File: config.mk
export PLATFORM = sky130hd
export DESIGN_NAME = version_regs
export DESIGN_NICKNAME = d
export VERILOG_FILES = /design/src/rtl/version_pkg.sv /design/src/rtl/version_ser.sv /design/src/rtl/version_regs.sv
export SDC_FILE = /design/constraint.sdc
export NUM_CORES = 1
export LEC_CHECK = 0
export CAP_MARGIN = 20
export CORE_MARGIN = 2
export CORE_UTILIZATION = 33
export CTS_BUF_LIST = sky130_fd_sc_hd__clkbuf_4 sky130_fd_sc_hd__clkbuf_8 sky130_fd_sc_hd__clkbuf_16
export DETAILED_ROUTE_END_ITERATION = 16
export GPL_TIMING_DRIVEN = 0
export PLACE_DENSITY_LB_ADDON = 0.08
export SLEW_MARGIN = 15
export SYNTH_ARGS = -nofsm -noshare
export SYNTH_HDL_FRONTEND = slang
export SYNTH_SLANG_ARGS = --single-unit
File: constraint.sdc
create_clock -name clk -period 3.6 [get_ports clk]
set_input_delay 0.72 -clock clk [delete_from_list [all_inputs] [get_ports clk]]
set_output_delay 0.72 -clock clk [all_outputs]
set_load 0.01 [all_outputs]
File: src/rtl/version_pkg.sv
// Shared types and defaults for the build-identity block.
package version_pkg;

  localparam int MAJOR_W_DEF  = 4;
  localparam int MINOR_W_DEF  = 6;
  localparam int PATCH_W_DEF  = 6;
  localparam int BUILD_W_DEF  = 8;
  localparam int COMMIT_W_DEF = 40;
  localparam int ADDR_W_DEF   = 3;

  typedef logic [31:0] word_t;

  // Serial dump engine states.
  typedef enum logic {
    ST_IDLE  = 1'b0,
    ST_SHIFT = 1'b1
  } ser_state_t;

  // Number of 32-bit words needed to hold {version, commit}.
  function automatic int n_words(input int ver_w, input int commit_w);
    return (ver_w + commit_w + 31) / 32;
  endfunction

endpackage

File: src/rtl/version_ser.sv
// Bit-serial dump of the identity image, MSB first, one bit per cycle.
module version_ser
  import version_pkg::*;
#(
  parameter int               IMG_W = 64,
  parameter logic [IMG_W-1:0] IMG   = '0
) (
  input  logic       clk,
  input  logic       rst_n,
  input  logic       dump_start,
  output logic       ser_valid,
  output logic       ser_data,
  output logic       ser_last,
  output ser_state_t state_dbg
);

  localparam int CNT_W = $clog2(IMG_W);

  ser_state_t       state, state_nx;
  logic [CNT_W-1:0] cnt, cnt_nx;

  assign state_dbg = state;

  // State and bit counter registers.
  always_ff @(posedge clk) begin
    if (!rst_n) begin
      state <= ST_IDLE;
      cnt   <= '0;
    end else begin
      state <= state_nx;
      cnt   <= cnt_nx;
    end
  end

  // Next state and outputs; start pulses outside IDLE are ignored, and the
  // counter stops at 0 rather than wrapping.
  always_comb begin
    state_nx  = state;
    cnt_nx    = cnt;
    ser_valid = 1'b0;
    ser_data  = 1'b0;
    ser_last  = 1'b0;
    case (state)
      ST_IDLE: begin
        if (dump_start) begin
          state_nx = ST_SHIFT;
          cnt_nx   = CNT_W'(IMG_W - 1);
        end
      end
      ST_SHIFT: begin
        ser_valid = 1'b1;
        ser_data  = IMG[cnt];
        if (cnt == '0) begin
          ser_last = 1'b1;
          state_nx = ST_IDLE;
        end else begin
          cnt_nx = cnt - 1'b1;
        end
      end
      default: state_nx = ST_IDLE;
    endcase
  end

endmodule

File: src/rtl/version_regs.sv
// Build identity: static outputs, one-deep word-read port, serial dump.
module version_regs
  import version_pkg::*;
#(
  parameter int          MAJOR_W       = MAJOR_W_DEF,
  parameter int          MINOR_W       = MINOR_W_DEF,
  parameter int          PATCH_W       = PATCH_W_DEF,
  parameter int          BUILD_W       = BUILD_W_DEF,
  parameter int          COMMIT_W      = COMMIT_W_DEF,
  parameter logic [31:0] VERSION_MAJOR = 32'd0,
  parameter logic [31:0] VERSION_MINOR = 32'd0,
  parameter logic [31:0] VERSION_PATCH = 32'd0,
  parameter logic [31:0] VERSION_BUILD = 32'd0,
  parameter logic [COMMIT_W-1:0] COMMIT = '0,
  parameter int          ADDR_W        = ADDR_W_DEF
) (
  input  logic                                       clk,
  input  logic                                       rst_n,
  output logic [MAJOR_W+MINOR_W+PATCH_W+BUILD_W-1:0] version_out,
  output logic [COMMIT_W-1:0]                        commit_out,
  input  logic                                       rd_req_valid,
  output logic                                       rd_req_ready,
  input  logic [ADDR_W-1:0]                          rd_addr,
  output logic                                       rd_rsp_valid,
  input  logic                                       rd_rsp_ready,
  output logic [31:0]                                rd_rsp_data,
  output logic                                       rd_rsp_err,
  input  logic                                       dump_start,
  output logic                                       dump_busy,
  output logic                                       ser_valid,
  output logic                                       ser_data,
  output logic                                       ser_last
);

  localparam int VER_W   = MAJOR_W + MINOR_W + PATCH_W + BUILD_W;
  localparam int N_WORDS = n_words(VER_W, COMMIT_W);
  localparam int IMG_W   = N_WORDS * 32;

  localparam logic [VER_W-1:0] VERSION = {VERSION_MAJOR[MAJOR_W-1:0],
                                          VERSION_MINOR[MINOR_W-1:0],
                                          VERSION_PATCH[PATCH_W-1:0],
                                          VERSION_BUILD[BUILD_W-1:0]};
  localparam logic [VER_W+COMMIT_W-1:0] PACKED = {VERSION, COMMIT};
  // Zero-padded on the top to a whole number of words.
  localparam logic [IMG_W-1:0] IMG = IMG_W'(PACKED);

  assign version_out = VERSION;
  assign commit_out  = COMMIT;

  // Word table covering the whole address space; out-of-range slots read 0.
  word_t img_words [2**ADDR_W];
  for (genvar i = 0; i < 2**ADDR_W; i++) begin : g_words
    if (i < N_WORDS) begin : g_real
      assign img_words[i] = IMG[32*i +: 32];
    end else begin : g_pad
      assign img_words[i] = '0;
    end
  end

  // Handshake: a request transfers on a cycle where rd_req_valid && rd_req_ready;
  // a response transfers where rd_rsp_valid && rd_rsp_ready. The single response
  // slot can take a new request whenever it is empty or being drained this cycle,
  // and an unconsumed response holds its data unchanged.
  logic rd_accept;
  logic addr_bad;

  assign rd_req_ready = !rd_rsp_valid || rd_rsp_ready;
  assign rd_accept    = rd_req_valid && rd_req_ready;
  assign addr_bad     = !(32'(rd_addr) < N_WORDS);

  // Response slot: load on acceptance, empty once consumed.
  always_ff @(posedge clk) begin
    if (!rst_n) begin
      rd_rsp_valid <= 1'b0;
      rd_rsp_data  <= '0;
      rd_rsp_err   <= 1'b0;
    end else if (rd_accept) begin
      rd_rsp_valid <= 1'b1;
      rd_rsp_data  <= img_words[rd_addr];
      rd_rsp_err   <= addr_bad;
    end else if (rd_rsp_ready) begin
      rd_rsp_valid <= 1'b0;
    end
  end

  ser_state_t ser_state;

  version_ser #(
    .IMG_W(IMG_W),
    .IMG  (IMG)
  ) u_ser (
    .clk       (clk),
    .rst_n     (rst_n),
    .dump_start(dump_start),
    .ser_valid (ser_valid),
    .ser_data  (ser_data),
    .ser_last  (ser_last),
    .state_dbg (ser_state)
  );

  assign dump_busy = (ser_state == ST_SHIFT);

endmodule

==> results.py, run 1 <==
metrics = {
    "run_status": {
        "status": "completed",
    },
    "global_routing": {
        "grt-ovfl-total": 0,
        "grtUsageTotal_pct": 8.10,
        "grt_pass1_vias": 699,
        "antenna_found_initial": 0,
        "grt_max_degree": 11,
        "grt_pass1_wl_mm": 2.69,
    },
    "sta": {
        "fmaxAchievable_mhz": 384,
        "finClkSkew_ns": 0.00104,
        "slew_violations": 0,
        "fin_crit_ns": 2.60,
        "finalSetupViolations": 0,
        "fin_crit_sh_pct": 72.3,
        "hold_viol_final": 0,
        "grt_setup_unrepaired": "no",
        "finalSetupTns_ns": 0,
    },
    "run": {
        "drv_cap": 0,
    },
    "worst_setup_path": {
        "crit_end": "rd_req_ready",
        "r2r-start": "u_ser.cnt[0]$_SDFFE_PN0P_",
        "crit_fanout": 4,
        "path_depth": 3,
        "cpMaxStageDelayCell": "clkdlybuf4s50_1",
        "crit_start": "rd_rsp_ready",
        "crit_buf_inv": 2,
        "rrSetupSlack_ns": 2.23,
        "crit_type": "input port to primary output",
        "path_cells": "clkdlybuf4s50_1, nand2b_1, clkdlybuf4s50_1",
        "max_stage_delay_ns": 0.56,
        "reg2reg_depth": 5,
        "cp-end-kind": "primary output",
        "worstPathRequired_ns": 2.88,
        "cp_top_family": "buffers and inverters",
        "setup.worst_path.start_class": "input port",
        "cp_common_cell": "clkdlybuf4s50_1",
        "rr_endpoint": "u_ser.cnt[1]$_SDFFE_PN0P_",
        "cp_data_arrival_time_ns": 1.88,
    },
    "power": {
        "internal_power_w": 0.000267,
        "combinationalPowerShare_pct": 48.7,
        "p_per_area_mw_per_mm2": 230,
        "leakage_nw": 1.09,
        "pwr-share-seq_pct": 30.1,
        "ir_drop_mv": 0.107,
        "pwr-share-clk_pct": 21.3,
        "power.switching_w": 0.000137,
        "p_total_w": 0.000404,
        "switching_share_pct": 33.9,
    },
    "detailed_routing": {
        "drtAntennaViolNets": 0,
        "drtIter0Drc": 8,
        "wl_per_cell_um": 6.12,
        "drc_errors": 0,
        "firstDrtPassIters": 2,
        "via_per_inst": 2.88,
        "wl_mm": 1.88,
        "vias": 883,
    },
    "cells_and_area": {
        "areaGrowthSynthToFinish_pct": 47.6,
        "num_antenna_cells": 0,
        "multiInputGateArea_um2": 618,
        "drive_above_1_share_pct": 41.4,
        "n_fill_cell": 356,
        "final_nets": 272,
        "register_area_um2": 180,
    },
    "placed_design": {
        "hpwl_mm": 1.74,
        "numPortBuffers": 12,
        "place_congestion": 0.742,
    },
    "synth": {
        "synth_ff_type": "dfxtp_1",
        "synth.yosys.warnings": 0,
        "synth.avg_cell_area_um2": 8.00,
        "synth.most_common_cell": "buf_4",
        "synthTopCellsByCount": "98 x buf_4, 9 x dfxtp_1, 4 x inv_1, 4 x nand2_1",
        "syn_inst": 149,
        "synthesis.area_mm2": 0.00119,
        "synth_cell_type_count": 29,
        "yosys.area.top_type_share_pct": 61.7,
        "synth.area.top_cells": "buf_4 62%, dfxtp_1 15%, ha_1 2.1%",
        "synth_edf_count": 0,
        "synth-seq-cells": 9,
        "synth_top_area_cell": "buf_4",
        "synthArstFlopShare_pct": 0,
        "ys_seq_area_share_pct": 15.1,
    },
    "clock_tree": {
        "clk_pin_slew_ns": 0.06,
        "cts_tree": "done",
        "clk_latency_ns": 0.26,
        "ctsHoldBuffers": 0,
        "cts_buffers": 3,
        "cts_setup_buffers": 0,
        "root_buffer": "clkbuf_4",
        "htree_levels": 1,
        "clock-sinks": 9,
        "ctsResizeCount": 0,
        "clock_path_buffers": 2,
    },
    "floorplan": {
        "die_area_mm2": 0.00411,
        "ios": 111,
        "num_rows": 21,
        "initial_core_util_pct": 34.9,
        "fp.dieH_um": 64.1,
        "die_w_um": 64.1,
        "core_area_mm2": 0.00342,
    },
    "worst_hold_path": {
        "min-delay-path-class": "flip-flop to flip-flop",
    },
}
flip-flops by register name (all words and copies together) (netlist names):
signal / cells
u_ser.cnt: 6
rd_rsp_err: 1
u_ser.state_dbg: 1
rd_rsp_valid: 1
cell type report:
| type | count | area share (%) |
|---|---|---|
| repair buffers | 12 | 6.82 |
| inverters | 4 | 0.853 |
| clock buffers | 4 | 1.71 |
| multi-input cells | 133 | 35.1 |
| plain buffers | 99 | 42.0 |
| well taps | 46 | 3.27 |
| flip-flops and latches | 9 | 10.2 |
per-stage QoR:
stage                     setup WS [ns]  hold WS (ns)  cells  area [um2]  utilization, %
after global routing              0.961         0.551    307        1760            51.5
final                             0.999         0.525    307        1760            51.5
after CTS                         0.990         0.521    307        1760            51.5
after floorplan                    1.94         0.483    245        1550               -
after detailed placement           1.00         0.512    303        1730            50.7
after global placement            0.983         0.512    303        1730            50.7
worst min-delay path, delay by kind of cell (launching register included):
kind / cells / cell delay (ns)
AOI/OAI and AO/OA: 1 / 0.06
and+or+nand+nor: 1 / 0.07
DFF: 1 / 0.35
layer usage:
metal	up-vias	share of wire (%)	track usage (%)	routed length, um
met5	-	0	0	0
met4	0	1.1	3.19	21
met3	2	15	2.82	282
met2	58	50	15.0	943
met1	310	34	8.25	632
li1	513	-	-	-
cells by family (layout without fill, tap and decap cells):
logic type      after synthesis  after routing  synth area share [%]
compound gates               15             15                  9.76
other cells                   1             97                 0.314
flops                         9              9                  15.1
fa+ha+maj                     2              2                  2.10
buf+inv                     103            119                  63.3
simple gates                 19             19                  9.44
layout by cell type, fill, tap and decap left out:
cell type / synthesis / final
buf_4: 98 / 98
conb_1: 1 / 97
clkdlybuf4s50_1: 0 / 12
dfxtp_1: 9 / 9
inv_1: 4 / 4
nand2_1: 4 / 4
clkbuf_4: 0 / 4
nor2_1: 3 / 3
a21oi_1: 3 / 3
nor3_1: 2 / 2
nand4_1: 2 / 2
a31oi_1: 2 / 2
o221a_1: 2 / 2
ha_1: 2 / 2
nand2b_1: 1 / 1
or3_4: 1 / 1
nand3b_1: 1 / 1
nor2_2: 1 / 1
a21bo_2: 1 / 1
clkbuf_1: 1 / 1
o21bai_1: 1 / 1
nor2b_1: 1 / 1
or3b_2: 1 / 1
o211ai_1: 1 / 1
o31ai_1: 1 / 1
and3b_2: 1 / 1
o22ai_1: 1 / 1
o22a_1: 1 / 1
o311a_1: 1 / 1
a311oi_1: 1 / 1
and2_2: 1 / 1
power groups by stage:
stage	clock network, W	registers, W	logic (W)
after global placement	0	0.000124	0.000192
after detailed placement	0	0.000123	0.000192
after global routing	0.0000936	0.000123	0.000215
after CTS	0.0000908	0.000121	0.000192
after floorplan	0	0.000123	0.000166
final	0.0000860	0.000122	0.000197
worst min-delay path by stage:
stage | cells after the start | slack, ns | endpoint | from
4_1_cts | 2 | 0.52 | u_ser.cnt[2]$_SDFFE_PN0P_ | u_ser.cnt[2]$_SDFFE_PN0P_
2_1_floorplan | 2 | 0.48 | u_ser.cnt[2]$_SDFFE_PN0P_ | u_ser.cnt[2]$_SDFFE_PN0P_
5_1_grt | 2 | 0.55 | u_ser.cnt[2]$_SDFFE_PN0P_ | u_ser.cnt[2]$_SDFFE_PN0P_
3_3_place_gp | 2 | 0.51 | rd_rsp_err$_SDFFE_PN0P_ | rd_rsp_err$_SDFFE_PN0P_
6_report | 2 | 0.53 | u_ser.cnt[2]$_SDFFE_PN0P_ | u_ser.cnt[2]$_SDFFE_PN0P_
3_5_place_dp | 2 | 0.51 | u_ser.cnt[2]$_SDFFE_PN0P_ | u_ser.cnt[2]$_SDFFE_PN0P_
No activity file was read; power rests on OpenSTA's default activity.
==> run 2, diff against run 1 <==
Settings changed: CORE_UTILIZATION 33 to 31.
Clock period 3.6 ns to 2.7 ns, I/O delays scaled along.
==> results.py, run 2 (synthesized netlist as in run 1, its figures left out) <==
metrics = {
    "placed_design": {
        "placed_cell_area_mm2": 0.00173,
        "placed_cells_incl_taps": 305,
        "place_congestion": 0.696,
        "hpwl_mm": 1.72,
        "numPortBuffers": 12,
    },
    "clock_tree": {
        "cts_buffers": 3,
        "clk_latency_ns": 0.23,
        "clock-sinks": 9,
        "cts_setup_buffers": 0,
        "clock_path_buffers": 2,
        "htree_levels": 1,
        "cts_tree": "done",
        "ctsResizeCount": 0,
        "ctsHoldBuffers": 0,
        "clk_pin_slew_ns": 0.04,
        "root_buffer": "clkbuf_8",
    },
    "worst_setup_path": {
        "crit_buf_inv": 1,
        "cpMaxStageDelayCell": "clkdlybuf4s50_1",
        "cp_data_arrival_time_ns": 1.80,
        "crit_type": "flip-flop to primary output",
        "cp_top_family": "simple AND/OR/NAND/NOR gates",
        "worstPathRequired_ns": 2.16,
        "path_cells": "or3_4, nor2_2, clkdlybuf4s50_1",
        "setup.worst_path.start_class": "flip-flop",
        "max_stage_delay_ns": 0.59,
        "crit_fanout": 6,
        "cp-end-kind": "primary output",
    },
    "power": {
        "leakage_nw": 1.10,
        "power.switching_w": 0.000188,
        "p_per_area_mw_per_mm2": 331,
        "pwr-share-clk_pct": 28.1,
        "internal_power_w": 0.000402,
        "switching_share_pct": 31.9,
        "ir_drop_mv": 0.118,
        "pwr-share-seq_pct": 27.6,
        "combinationalPowerShare_pct": 44.3,
    },
    "sta": {
        "finalSetupViolations": 0,
        "finClkSkew_ns": 0.00140,
        "fmaxAchievable_mhz": 427,
        "fin_crit_sh_pct": 86.7,
        "slew_violations": 0,
        "fin_crit_ns": 2.34,
        "holdWs_ns": 0.517,
        "finalSetupTns_ns": 0,
        "grt_setup_unrepaired": "no",
        "hold_viol_final": 0,
    },
    "global_routing": {
        "grtUsageTotal_pct": 7.78,
        "antenna_found_initial": 0,
        "grt_pass1_wl_mm": 2.63,
        "grt-ovfl-total": 0,
        "grt_max_degree": 11,
        "grt_pass1_vias": 685,
    },
    "cells_and_area": {
        "num_antenna_cells": 0,
        "multiInputGateArea_um2": 618,
        "most-common-layout-cells": "98 x buf_4, 97 x conb_1, 12 x clkdlybuf4s50_1",
        "layout_commonest_cell": "buf_4",
        "layout.cells.non_filler": 309,
        "drive_above_1_share_pct": 41.4,
        "areaGrowthSynthToFinish_pct": 49.4,
        "regMostFlops": "u_ser.cnt",
        "stdcell_area_mm2": 0.00178,
        "largest_reg_flops": 6,
        "register_area_um2": 180,
        "n_fill_cell": 394,
        "final_nets": 272,
    },
    "floorplan": {
        "ios": 111,
        "die_area_mm2": 0.00436,
        "core_area_mm2": 0.00369,
        "fp.dieH_um": 66.0,
        "die_w_um": 66.0,
        "initial_core_util_pct": 32.3,
        "num_rows": 22,
    },
    "run": {
        "drv_cap": 0,
    },
    "detailed_routing": {
        "via_per_inst": 2.99,
        "drtIter0Drc": 15,
        "wl_per_cell_um": 6.05,
        "firstDrtPassIters": 4,
        "drtAntennaViolNets": 0,
        "drc_errors": 0,
        "vias": 925,
        "wl_mm": 1.87,
    },
    "worst_hold_path": {
        "min-delay-path-class": "flip-flop to flip-flop",
    },
    "run_status": {
        "status": "completed",
    },
}
==> run 2: cell counts in the layout (fill, tap and decap cells not counted) <==
No cell type changed its count.
==> run 2: worst paths after layout <==
kind,from,to,slack [ns],depth (start not counted)
worst max-delay path,u_ser.cnt[2]$_SDFFE_PN0P_,ser_last,0.36,3
worst min-delay path,rd_rsp_err$_SDFFE_PN0P_,rd_rsp_err$_SDFFE_PN0P_,0.52,2
worst max register to register,u_ser.cnt[2]$_SDFFE_PN0P_,u_ser.cnt[1]$_SDFFE_PN0P_,1.34,3
worst min register to register,rd_rsp_err$_SDFFE_PN0P_,rd_rsp_err$_SDFFE_PN0P_,0.52,2
==> run 2: metrics by stage <==
stage                     worst slack, ns  utilization (%)  total power (W)
final                               0.358             48.3         0.000590
after floorplan                      1.22                -         0.000385
after global routing                0.289             48.3         0.000630
after detailed placement            0.450             47.0         0.000420
after global placement              0.441             47.0         0.000421
after CTS                           0.341             48.3         0.000591
==> run 2: routing by layer <==
metal  vias to the layer above  global-route usage, %  routed length (um)
met5                         -                      0                   0
met4                         0                   6.89                  44
met3                         4                  0.852                 300
met2                        69                   13.1                 887
met1                       339                   8.53                 637
li1                        513                      -                   -
==> run 2: power groups by stage <==
stage	Clock, W	Combinational (W)	Sequential, W
floorplan	0	0.000221	0.000163
global placement	0	0.000256	0.000165
detailed placement	0	0.000255	0.000165
CTS	0.000173	0.000256	0.000163
global route	0.000177	0.000287	0.000166
finish	0.000166	0.000262	0.000163
==> run 2: final cells by class <==
| cell class | instances | share of cell area, % |
|---|---|---|
| Timing Repair Buffer | 12 | 6.74 |
| Tap cell | 48 | 3.37 |
| Buffer | 99 | 41.5 |
| Inverter | 4 | 0.843 |
| Multi-Input combinational cell | 133 | 34.7 |
| Clock buffer | 4 | 2.74 |
| Sequential cell | 9 | 10.1 |
==> run 2: worst reg2reg max path, cell delays in order, from the launching register on <==
cell and delay (ns):
dfxtp_1 0.35, or3_4 0.43, o22a_1 0.22, o221a_1 0.25
